**config.mk**
```make
export PLATFORM = sky130hd
export DESIGN_NAME = reg_write_arbiter
export DESIGN_NICKNAME = d
export VERILOG_FILES = /design/src/rtl/reg_file_pkg.sv /design/src/rtl/write_slot.sv /design/src/rtl/reg_write_arbiter.sv
export SDC_FILE = /design/constraint.sdc
export NUM_CORES = 1
export LEC_CHECK = 0
export CORE_ASPECT_RATIO = 0.7
export CORE_MARGIN = 3
export CORE_UTILIZATION = 53
export DETAILED_ROUTE_END_ITERATION = 10
export PLACE_DENSITY_LB_ADDON = 0.08
export SYNTH_ARGS = -nofsm -noshare
export SYNTH_HDL_FRONTEND = slang
export SYNTH_SLANG_ARGS = --single-unit
export TNS_END_PERCENT = 50
```
**constraint.sdc**
```tcl
create_clock -name clk -period 3 [get_ports clk]
set_input_delay 0.3 -clock clk [delete_from_list [all_inputs] [get_ports clk]]
set_output_delay 0.3 -clock clk [all_outputs]
set_load 0.03 [all_outputs]
```
**src/rtl/reg_file_pkg.sv**
```systemverilog
// Shared register-file geometry and slot record types for reg_file and its
// write arbiter.
package reg_file_pkg;

  localparam int ADDR_W   = 4;
  localparam int DATA_W   = 32;
  localparam int NUM_REGS = 16;
  localparam int COUNT_W  = 16;

  typedef logic [ADDR_W-1:0] addr_t;
  typedef logic [DATA_W-1:0] data_t;

  typedef enum logic {
    SLOT0 = 1'b0,
    SLOT1 = 1'b1
  } slot_id_e;

  typedef struct packed {
    logic  full;
    addr_t addr;
    data_t data;
  } slot_t;

  function automatic logic [NUM_REGS-1:0] addr_onehot(input addr_t addr);
    return NUM_REGS'(1) << addr;
  endfunction

endpackage

```
**src/rtl/write_slot.sv**
```systemverilog
// One-entry write buffer. A push in the same cycle as a pop replaces the
// outgoing entry, so a drained slot can be refilled back-to-back.
module write_slot
  import reg_file_pkg::*;
(
  input  logic              clk,
  input  logic              rst,
  input  logic              push_i,
  input  logic              pop_i,
  input  logic [ADDR_W-1:0] push_addr_i,
  input  logic [DATA_W-1:0] push_data_i,
  output logic              ready_o,
  output logic              full_o,
  output logic [ADDR_W-1:0] addr_o,
  output logic [DATA_W-1:0] data_o,
  output logic              next_full_o,
  output logic [ADDR_W-1:0] next_addr_o
);

  slot_t slot_q, slot_d;

  always_comb begin
    // NOTE: slot_d takes its default before any branch so no path leaves it
    // unassigned; otherwise synthesis infers a latch.
    slot_d = slot_q;
    if (push_i) begin
      slot_d.full = 1'b1;
      slot_d.addr = push_addr_i;
      slot_d.data = push_data_i;
    end else if (pop_i) begin
      slot_d.full = 1'b0;
    end
  end

  always_ff @(posedge clk) begin
    // NOTE: state updates use non-blocking assignment so every register in
    // the design samples its inputs from the same pre-edge values.
    if (rst) slot_q <= '0;
    else     slot_q <= slot_d;
  end

  assign ready_o     = !rst && (!slot_q.full || pop_i);
  assign full_o      = slot_q.full;
  assign addr_o      = slot_q.addr;
  assign data_o      = slot_q.data;
  assign next_full_o = slot_d.full;
  assign next_addr_o = slot_d.addr;

endmodule

```
**src/rtl/reg_write_arbiter.sv**
```systemverilog
// Two-requester write arbiter in front of reg_file: one-entry slot per
// requester, round-robin on contention, registered write port.
module reg_write_arbiter
  import reg_file_pkg::*;
(
  input  logic                clk,
  input  logic                rst,
  input  logic                req0_valid,
  input  logic [ADDR_W-1:0]   req0_addr,
  input  logic [DATA_W-1:0]   req0_data,
  output logic                req0_ready,
  input  logic                req1_valid,
  input  logic [ADDR_W-1:0]   req1_addr,
  input  logic [DATA_W-1:0]   req1_data,
  output logic                req1_ready,
  input  logic [ADDR_W-1:0]   rd_addr,
  output logic [ADDR_W-1:0]   rf_addr1,
  output logic                rf_write_en,
  output logic [DATA_W-1:0]   rf_write_data,
  output logic [NUM_REGS-1:0] pending,
  output logic [COUNT_W-1:0]  commit_count
);

  logic              push0, push1, grant0, grant1;
  logic              full0, full1, next_full0, next_full1;
  logic [ADDR_W-1:0] addr0, addr1, next_addr0, next_addr1;
  logic [DATA_W-1:0] data0, data1;

  slot_id_e            ptr_q;
  logic                we_q;
  logic [ADDR_W-1:0]   wr_addr_q;
  logic [DATA_W-1:0]   wr_data_q;
  logic [NUM_REGS-1:0] pending_q, pending_d;
  logic [COUNT_W-1:0]  count_q;

  assign push0 = req0_valid && req0_ready;
  assign push1 = req1_valid && req1_ready;

  write_slot u_slot0 (
    .clk         (clk),
    .rst         (rst),
    .push_i      (push0),
    .pop_i       (grant0),
    .push_addr_i (req0_addr),
    .push_data_i (req0_data),
    .ready_o     (req0_ready),
    .full_o      (full0),
    .addr_o      (addr0),
    .data_o      (data0),
    .next_full_o (next_full0),
    .next_addr_o (next_addr0)
  );

  write_slot u_slot1 (
    .clk         (clk),
    .rst         (rst),
    .push_i      (push1),
    .pop_i       (grant1),
    .push_addr_i (req1_addr),
    .push_data_i (req1_data),
    .ready_o     (req1_ready),
    .full_o      (full1),
    .addr_o      (addr1),
    .data_o      (data1),
    .next_full_o (next_full1),
    .next_addr_o (next_addr1)
  );

  // The pointer only breaks ties; a lone full slot always wins.
  always_comb begin
    grant0 = 1'b0;
    grant1 = 1'b0;
    if (!rst) begin
      if (full0 && full1) begin
        grant0 = (ptr_q == SLOT0);
        grant1 = (ptr_q == SLOT1);
      end else begin
        grant0 = full0;
        grant1 = full1;
      end
    end
  end

  // Pending mirrors the post-edge slot contents, so a same-edge refill or a
  // second slot holding the same register keeps the bit set.
  always_comb begin
    pending_d = '0;
    if (next_full0) pending_d = pending_d | addr_onehot(next_addr0);
    if (next_full1) pending_d = pending_d | addr_onehot(next_addr1);
  end

  always_ff @(posedge clk) begin
    if (rst) begin
      ptr_q     <= SLOT0;
      we_q      <= 1'b0;
      wr_addr_q <= '0;
      wr_data_q <= '0;
      pending_q <= '0;
      count_q   <= '0;
    end else begin
      we_q      <= grant0 || grant1;
      pending_q <= pending_d;
      if (grant0) begin
        wr_addr_q <= addr0;
        wr_data_q <= data0;
        ptr_q     <= SLOT1;
      end else if (grant1) begin
        wr_addr_q <= addr1;
        wr_data_q <= data1;
        ptr_q     <= SLOT0;
      end
      if (we_q) count_q <= count_q + COUNT_W'(1);
    end
  end

  assign rf_addr1      = we_q ? wr_addr_q : rd_addr;
  assign rf_write_en   = we_q;
  assign rf_write_data = wr_data_q;
  assign pending       = pending_q;
  assign commit_count  = count_q;

endmodule
```
==> results of run 1 <==
sequential cells by signal (all words and copies together) (netlist names), 4 cells and up:
register / count
wr_addr_q: 4
u_slot1.data_o: 32
u_slot0.data_o: 32
rf_write_data: 32
pending: 16
u_slot1.addr_o: 4
commit_count: 16
u_slot0.addr_o: 4
routing by layer:
| metal | vias up | GRT usage [%] | part of all wire, % |
|---|---|---|---|
| met5 | - | 0 | 0 |
| met2 | 326 | 40.8 | 44 |
| met3 | 22 | 8.03 | 11 |
| met1 | 2592 | 37.0 | 44 |
| met4 | 0 | 8.13 | 1.0 |
| li1 | 2629 | - | - |
metrics by stage:
stage / instance area [um^2] / utilization, % / total power [mW]
3_5_place_dp: 7470 / 70.5 / 2.66
5_1_grt: 8070 / 76.2 / 4.93
6_report: 8070 / 76.2 / 4.77
3_3_place_gp: 7470 / 70.5 / 2.65
4_1_cts: 8070 / 76.2 / 4.77
2_1_floorplan: 5890 / - / 2.40
kinds of logic (layout without fill, tap and decap cells):
group,after synthesis,count (layout),share of synthesized area [%]
adder cells (fa/ha/maj),1,1,0.213
AO/OA/AOI/OAI,95,95,10.5
XOR/XNOR,11,11,1.64
flip-flops,144,144,49.0
AND/OR/NAND/NOR,333,333,25.5
buffers and inverters,58,203,4.85
multiplexers,48,48,8.33
power groups by stage:
stage / Combinational [mW] / Clock [mW] / Sequential, mW
4_1_cts: 0.543 / 2.15 / 2.08
2_1_floorplan: 0.259 / 0 / 2.14
3_5_place_dp: 0.537 / 0 / 2.12
3_3_place_gp: 0.530 / 0 / 2.12
6_report: 0.549 / 2.14 / 2.08
5_1_grt: 0.589 / 2.24 / 2.09
cells in the final DEF, fill, tap and decap left out, drive strengths merged, types with 9 or more instances in the layout:
cell type      netlist  final
dfxtp              144    144
nand3               73     73
mux2i               40     40
nor2                21     21
buf                 29     15
clkdlybuf4s50        0    149
clkbuf              22     18
a21oi               16     16
nand4                9      9
o21ai               43     43
nand2              194    194
synthesized netlist by cell type, types with 6 or more instances:
library cell	instances
o32ai_1	8
nor2_1	20
nand4_1	9
nand3_1	73
mux2i_1	40
dfxtp_1	144
mux2_2	8
o21ai_0	40
nand2_1	192
nor2b_1	7
a32o_1	8
buf_2	17
xor2_1	6
clkbuf_1	21
a21oi_1	16
buf_4	6
inv_1	7
worst register-to-register path: cells and delay by family, from the launching register on:
kind / cells / cell delay [ns]
simple gates: 2 / 0.70
flops: 1 / 0.61
compound gates: 1 / 0.33
mux: 1 / 0.40
worst max path at each step:
| stage | start | end | slack, ns | cells after the start |
|---|---|---|---|---|
| 4_1_cts | u_slot0.full_o | req1_ready | 0.50 | 3 |
| 3_3_place_gp | rst | u_slot1.data_o[3] | 0.65 | 6 |
| 3_5_place_dp | rst | u_slot0.addr_o[2] | 0.60 | 6 |
| 2_1_floorplan | rf_write_en | commit_count[15] | 1.26 | 6 |
| 6_report | u_slot0.full_o | req1_ready | 0.51 | 3 |
| 5_1_grt | u_slot0.full_o | req1_ready | 0.40 | 3 |
final cells by class:
class	instances	area share (%)
Inverter	7	0.325
Clock inverter	14	2.05
Multi-Input combinational cell	488	33.9
Sequential cell	144	35.7
Tap cell	148	2.29
Clock buffer	18	5.44
Timing Repair Buffer	164	20.3
==> impl_metrics.json, run 1 <==
{
  "hold_viol": 0,
  "maxSlewViolCount": 0,
  "start_util_pct": 55.6,
  "syn_nets": 771,
  "synth_ff_type": "dfxtp_1",
  "worst_slew_pin_slew_ns": 0.669,
  "coreArea_um2": 10600,
  "post-dp-hpwl_um": 11200,
  "dpl_worst_slack_ns": 0.596,
  "final_nets": 903,
  "endpoint_kind": "primary output",
  "fin_skew_ns": 0.00999,
  "seq_area_um2": 2880,
  "placedCellCount": 951,
  "grt_use_total_pct": 26.9,
  "wire_per_inst_um": 17.0,
  "min_path_type": "primary input to flop",
  "synth_cell_types": 54,
  "status": "completed",
  "final-instance-count-excl-fill": 983,
  "ff2ff_setup_slack_ns": 0.86,
  "yosysTopAreaCell": "dfxtp_1",
  "postRouteAntennaNets": 0,
  "cts_root_buffer": "clkbuf_16",
  "dieArea_um2": 12400,
  "min_to": "u_slot1.data_o[14]",
  "r2r-end": "pending[13]",
  "p_sw_mw": 1.18,
  "ys_seq_area_share_pct": 49.0,
  "synth_edf_count": 0,
  "fp.dieW_um": 132,
  "p_sw_share_pct": 24.8,
  "setup_viol": 0,
  "rows": 31,
  "layout_setup_ws_ns": 0.507,
  "period_needed_ns": 2.49,
  "io_buffers": 150,
  "ff2ff_path_depth": 4,
  "vdd_ir_drop_max_mv": 0.440,
  "relSlewSlack_pct": 55.3,
  "htree_levels": 4,
  "worst-setup-path-type": "flop to primary output",
  "yosysTopAreaCellShare_pct": 49.0,
  "hold_buffers": 0,
  "n_fill_cell": 748,
  "die_h_um": 94.2,
  "hold-worst-slack_ns": 0.415,
  "cts.sinks": 144,
  "firstDrtPassIters": 6,
  "clkPwrFrac_pct": 44.8,
  "async_flop_share_pct": 0,
  "synth_area_leaders": "dfxtp_1 49%, nand2_1 12%, mux2i_1 6.8%",
  "p_comb_share_pct": 11.5,
  "min_delay_path_depth": 3,
  "start_kind": "flop",
  "drt_iter0_markers": 591,
  "pin_count": 151,
  "r2r-start": "u_slot0.full_o",
  "tns_ns": 0,
  "drc_errors": 0,
  "fmax_ghz": 0.401,
  "cts_resized": 0,
  "multi_input_area_um2": 2730,
  "critical_path_required_ns": 2.70,
  "crit_chain": "and3b_1, nor2_1, clkdlybuf4s50_1",
  "cts_made_buffers": 17,
  "vias": 5569,
  "yosys_warnings": 0,
  "critPathArrivalTime_ns": 2.19,
  "cellPowerDensity_nw_per_um2": 591,
  "cp_num_buf_inv": 1,
  "grt_pass1_vias": 5430,
  "critPathMaxFanout": 10,
  "cap_violations": 0,
  "via_per_inst": 5.67,
  "cts_setup_buffers": 0,
  "p_leak_nw": 3.40,
  "cts_buffer_depth": 2,
  "fin_crit_sh_pct": 83.1,
  "grt_pass1_wl_um": 26900,
  "cts_tree": "done",
  "num_antenna_cells": 0,
  "power.internal_mw": 3.59,
  "gp_congestion": 0.926,
  "max_stage_delay_ns": 0.61,
  "syn_area_um2": 5890,
  "wirelength_um": 16700,
  "rsz0062_at_grt": "false",
  "antenna_found_initial": 0,
  "syn2layout_area_growth_pct": 37.2,
  "synth_cells": 690,
  "path_clk_slew_ns": 0.06,
  "slowest_stage": "dfxtp_1",
  "ys_seq_elements": 144,
  "seqPwrFrac_pct": 43.7,
  "synth_area_per_cell_um2": 8.53,
  "crit_family": "flip-flops",
  "drive_above_1_share_pct": 7.54,
  "grt_max_degree": 47,
  "clock_latency_ns": 0.41,
  "holdCritStartpoint": "req1_data[14]",
  "grt.overflow.total": 0
}
Note: power is estimated with default switching activity, not from simulation.
==> inputs of run 2 (changes only) <==
- CORE_UTILIZATION: 53 -> 44
- clock period: 3 -> 2.05 ns (I/O delays scaled with it)
==> run 2 against run 1 <==
  * Routed wire length is 0.54% higher
  * Die area is 19% higher
  * Global-route usage is 4.5 points lower
  * Sequential power is 46% higher
  * Critical endpoint is now rf_write_en
==> impl_metrics.json, run 2 (synthesized netlist as in run 1, its figures left out) <==
{
  "status": "completed",
  "fin_util_pct": 64.2,
  "start_kind": "flop",
  "dieArea_um2": 14800,
  "firstDrtPassIters": 5,
  "io_buffers": 150,
  "vias": 5440,
  "layout_setup_ws_ns": 0.0685,
  "worst_slew_pin_slew_ns": 0.520,
  "r2r-start": "ptr_q",
  "rows": 34,
  "vdd_ir_drop_max_mv": 0.637,
  "htree_levels": 4,
  "ff2ff_path_depth": 4,
  "wire_per_inst_um": 16.7,
  "hold_buffers": 0,
  "n_fill_cell": 1034,
  "wl_met3_um": 1270,
  "final_nets": 913,
  "met2_length_um": 7260,
  "syn2layout_area_growth_pct": 39.2,
  "fp.dieW_um": 144,
  "pin_count": 151,
  "start_util_pct": 46.1,
  "setup_viol": 0,
  "endpoint_kind": "primary output",
  "cts.sinks": 144,
  "min_path_type": "primary input to flop",
  "met1_length_um": 8090,
  "cts_tree": "done",
  "cts_root_buffer": "clkbuf_16",
  "layout_commonest_cell": "nand2_1",
  "grt.overflow.total": 0,
  "highest_layer": "met4",
  "gp_congestion": 0.868,
  "cap_violations": 0,
  "critPathMaxFanout": 6,
  "holdCritStartpoint": "req0_data[20]",
  "p_leak_nw": 3.48,
  "critPathLaunch": "rf_write_en",
  "dpl_worst_slack_ns": 0.0307,
  "fin_skew_ns": 0.00908,
  "fmax_ghz": 0.505,
  "worst-setup-path-type": "flop to primary output",
  "min_to": "u_slot0.data_o[20]",
  "cts_made_buffers": 17,
  "final_cell_mix": "192 x nand2_1, 144 x clkdlybuf4s50_1, 143 x dfxtp_1",
  "relSlewSlack_pct": 64.4,
  "wirelength_um": 16800,
  "drt_iter0_markers": 409,
  "post-dp-hpwl_um": 11500,
  "postRouteAntennaNets": 0,
  "clock_latency_ns": 0.41,
  "r2r-end": "pending[5]",
  "critical_path_required_ns": 1.85,
  "grt_pass1_vias": 5185,
  "coreArea_um2": 12800,
  "grt_use_total_pct": 22.4,
  "min_delay_path_depth": 3,
  "ff2ff_setup_slack_ns": 0.23,
  "die_h_um": 103,
  "grt_max_degree": 65,
  "path_clk_slew_ns": 0.06,
  "num_antenna_cells": 0,
  "rsz0062_at_grt": "false",
  "cts_buffer_depth": 2,
  "tns_ns": 0,
  "period_needed_ns": 1.98,
  "cellPowerDensity_nw_per_um2": 862,
  "drc_errors": 0,
  "hold_viol": 0,
  "grt_pass1_wl_um": 26100,
  "maxSlewViolCount": 0,
  "critPathArrivalTime_ns": 1.78,
  "antenna_found_initial": 0,
  "drive_above_1_share_pct": 8.76,
  "fin_crit_sh_pct": 96.7,
  "via_per_inst": 5.40
}
==> run 2: changes by cell type in the layout (fill, tap and decap cells not counted), sizes merged <==
cell,delta
dlygate4sd2,+4
buf,+11
clkbuf,+1
clkdlybuf4s50,-5
clkinv,-2
clkinvlp,-3
inv,+4
==> run 2: final cells by class <==
cell class | count | area [um^2] | share of cell area (%)
clock inverter | 13 | 178 | 2.17
timing repair buffer | 174 | 1730 | 21.2
sequential | 144 | 2880 | 35.2
multi-input combinational | 488 | 2740 | 33.4
tap | 162 | 203 | 2.47
inverter | 7 | 26.3 | 0.321
clock buffer | 19 | 433 | 5.28
==> run 2: power breakdown <==
part / switching [mW] / internal (mW) / total [mW] / leakage (nW)
combinational: 0.444 / 0.382 / 0.825 / 2.01
clock: 1.25 / 1.94 / 3.19 / 0.291
sequential: 0.0990 / 2.94 / 3.04 / 1.18
total: 1.79 / 5.27 / 7.06 / 3.48
==> run 2: worst max-delay path: stages (launching register included) <==
cell and delay (ns):
dfxtp_2 0.48, buf_4 0.21, clkdlybuf4s50_1 0.68
==> run 2: how the worst max path moves through the flow <==
| stage | endpoint | slack, ns | cells past startpoint |
|---|---|---|---|
| 4_1_cts | rf_write_en | 0.07 | 2 |
| 2_1_floorplan | commit_count[15] | 0.31 | 6 |
| 6_report | rf_write_en | 0.07 | 2 |
| 5_1_grt | rf_write_en | 0.03 | 2 |
| 3_3_place_gp | pending[7] | 0.08 | 5 |
| 3_5_place_dp | wr_addr_q[1] | 0.03 | 7 |
==> run 2: timing repair <==
action | in CTS | in global routing
setup buffers | 0 | 0
resized for setup | 5 | 0
setup endpoints to repair | 5 | 0
==> run 2: through the flow <==
stage | power [mW] | area [um^2] | hold WS (ns) | std cells
final | 7.06 | 8190 | 0.323 | 1007
after global placement | 3.90 | 7590 | 0.436 | 975
after global routing | 7.29 | 8190 | 0.325 | 1007
after CTS | 7.09 | 8190 | 0.311 | 1007
after floorplan | 3.51 | 5890 | 0.304 | 690
after detailed placement | 3.92 | 7590 | 0.442 | 975
==> run 2: layer usage <==
metal	global-route usage (%)	up-vias
li1	-	2650
met1	31.0	2560
met2	34.1	215
met3	6.21	15
met4	7.31	0
met5	0	-
==> inputs of run 3 (changes only) <==
- ABC_CLOCK_PERIOD_IN_PS: unset -> 2050
==> results of run 3 <==
Same layout as run 2: the final DEF is identical, and so are final timing and power.
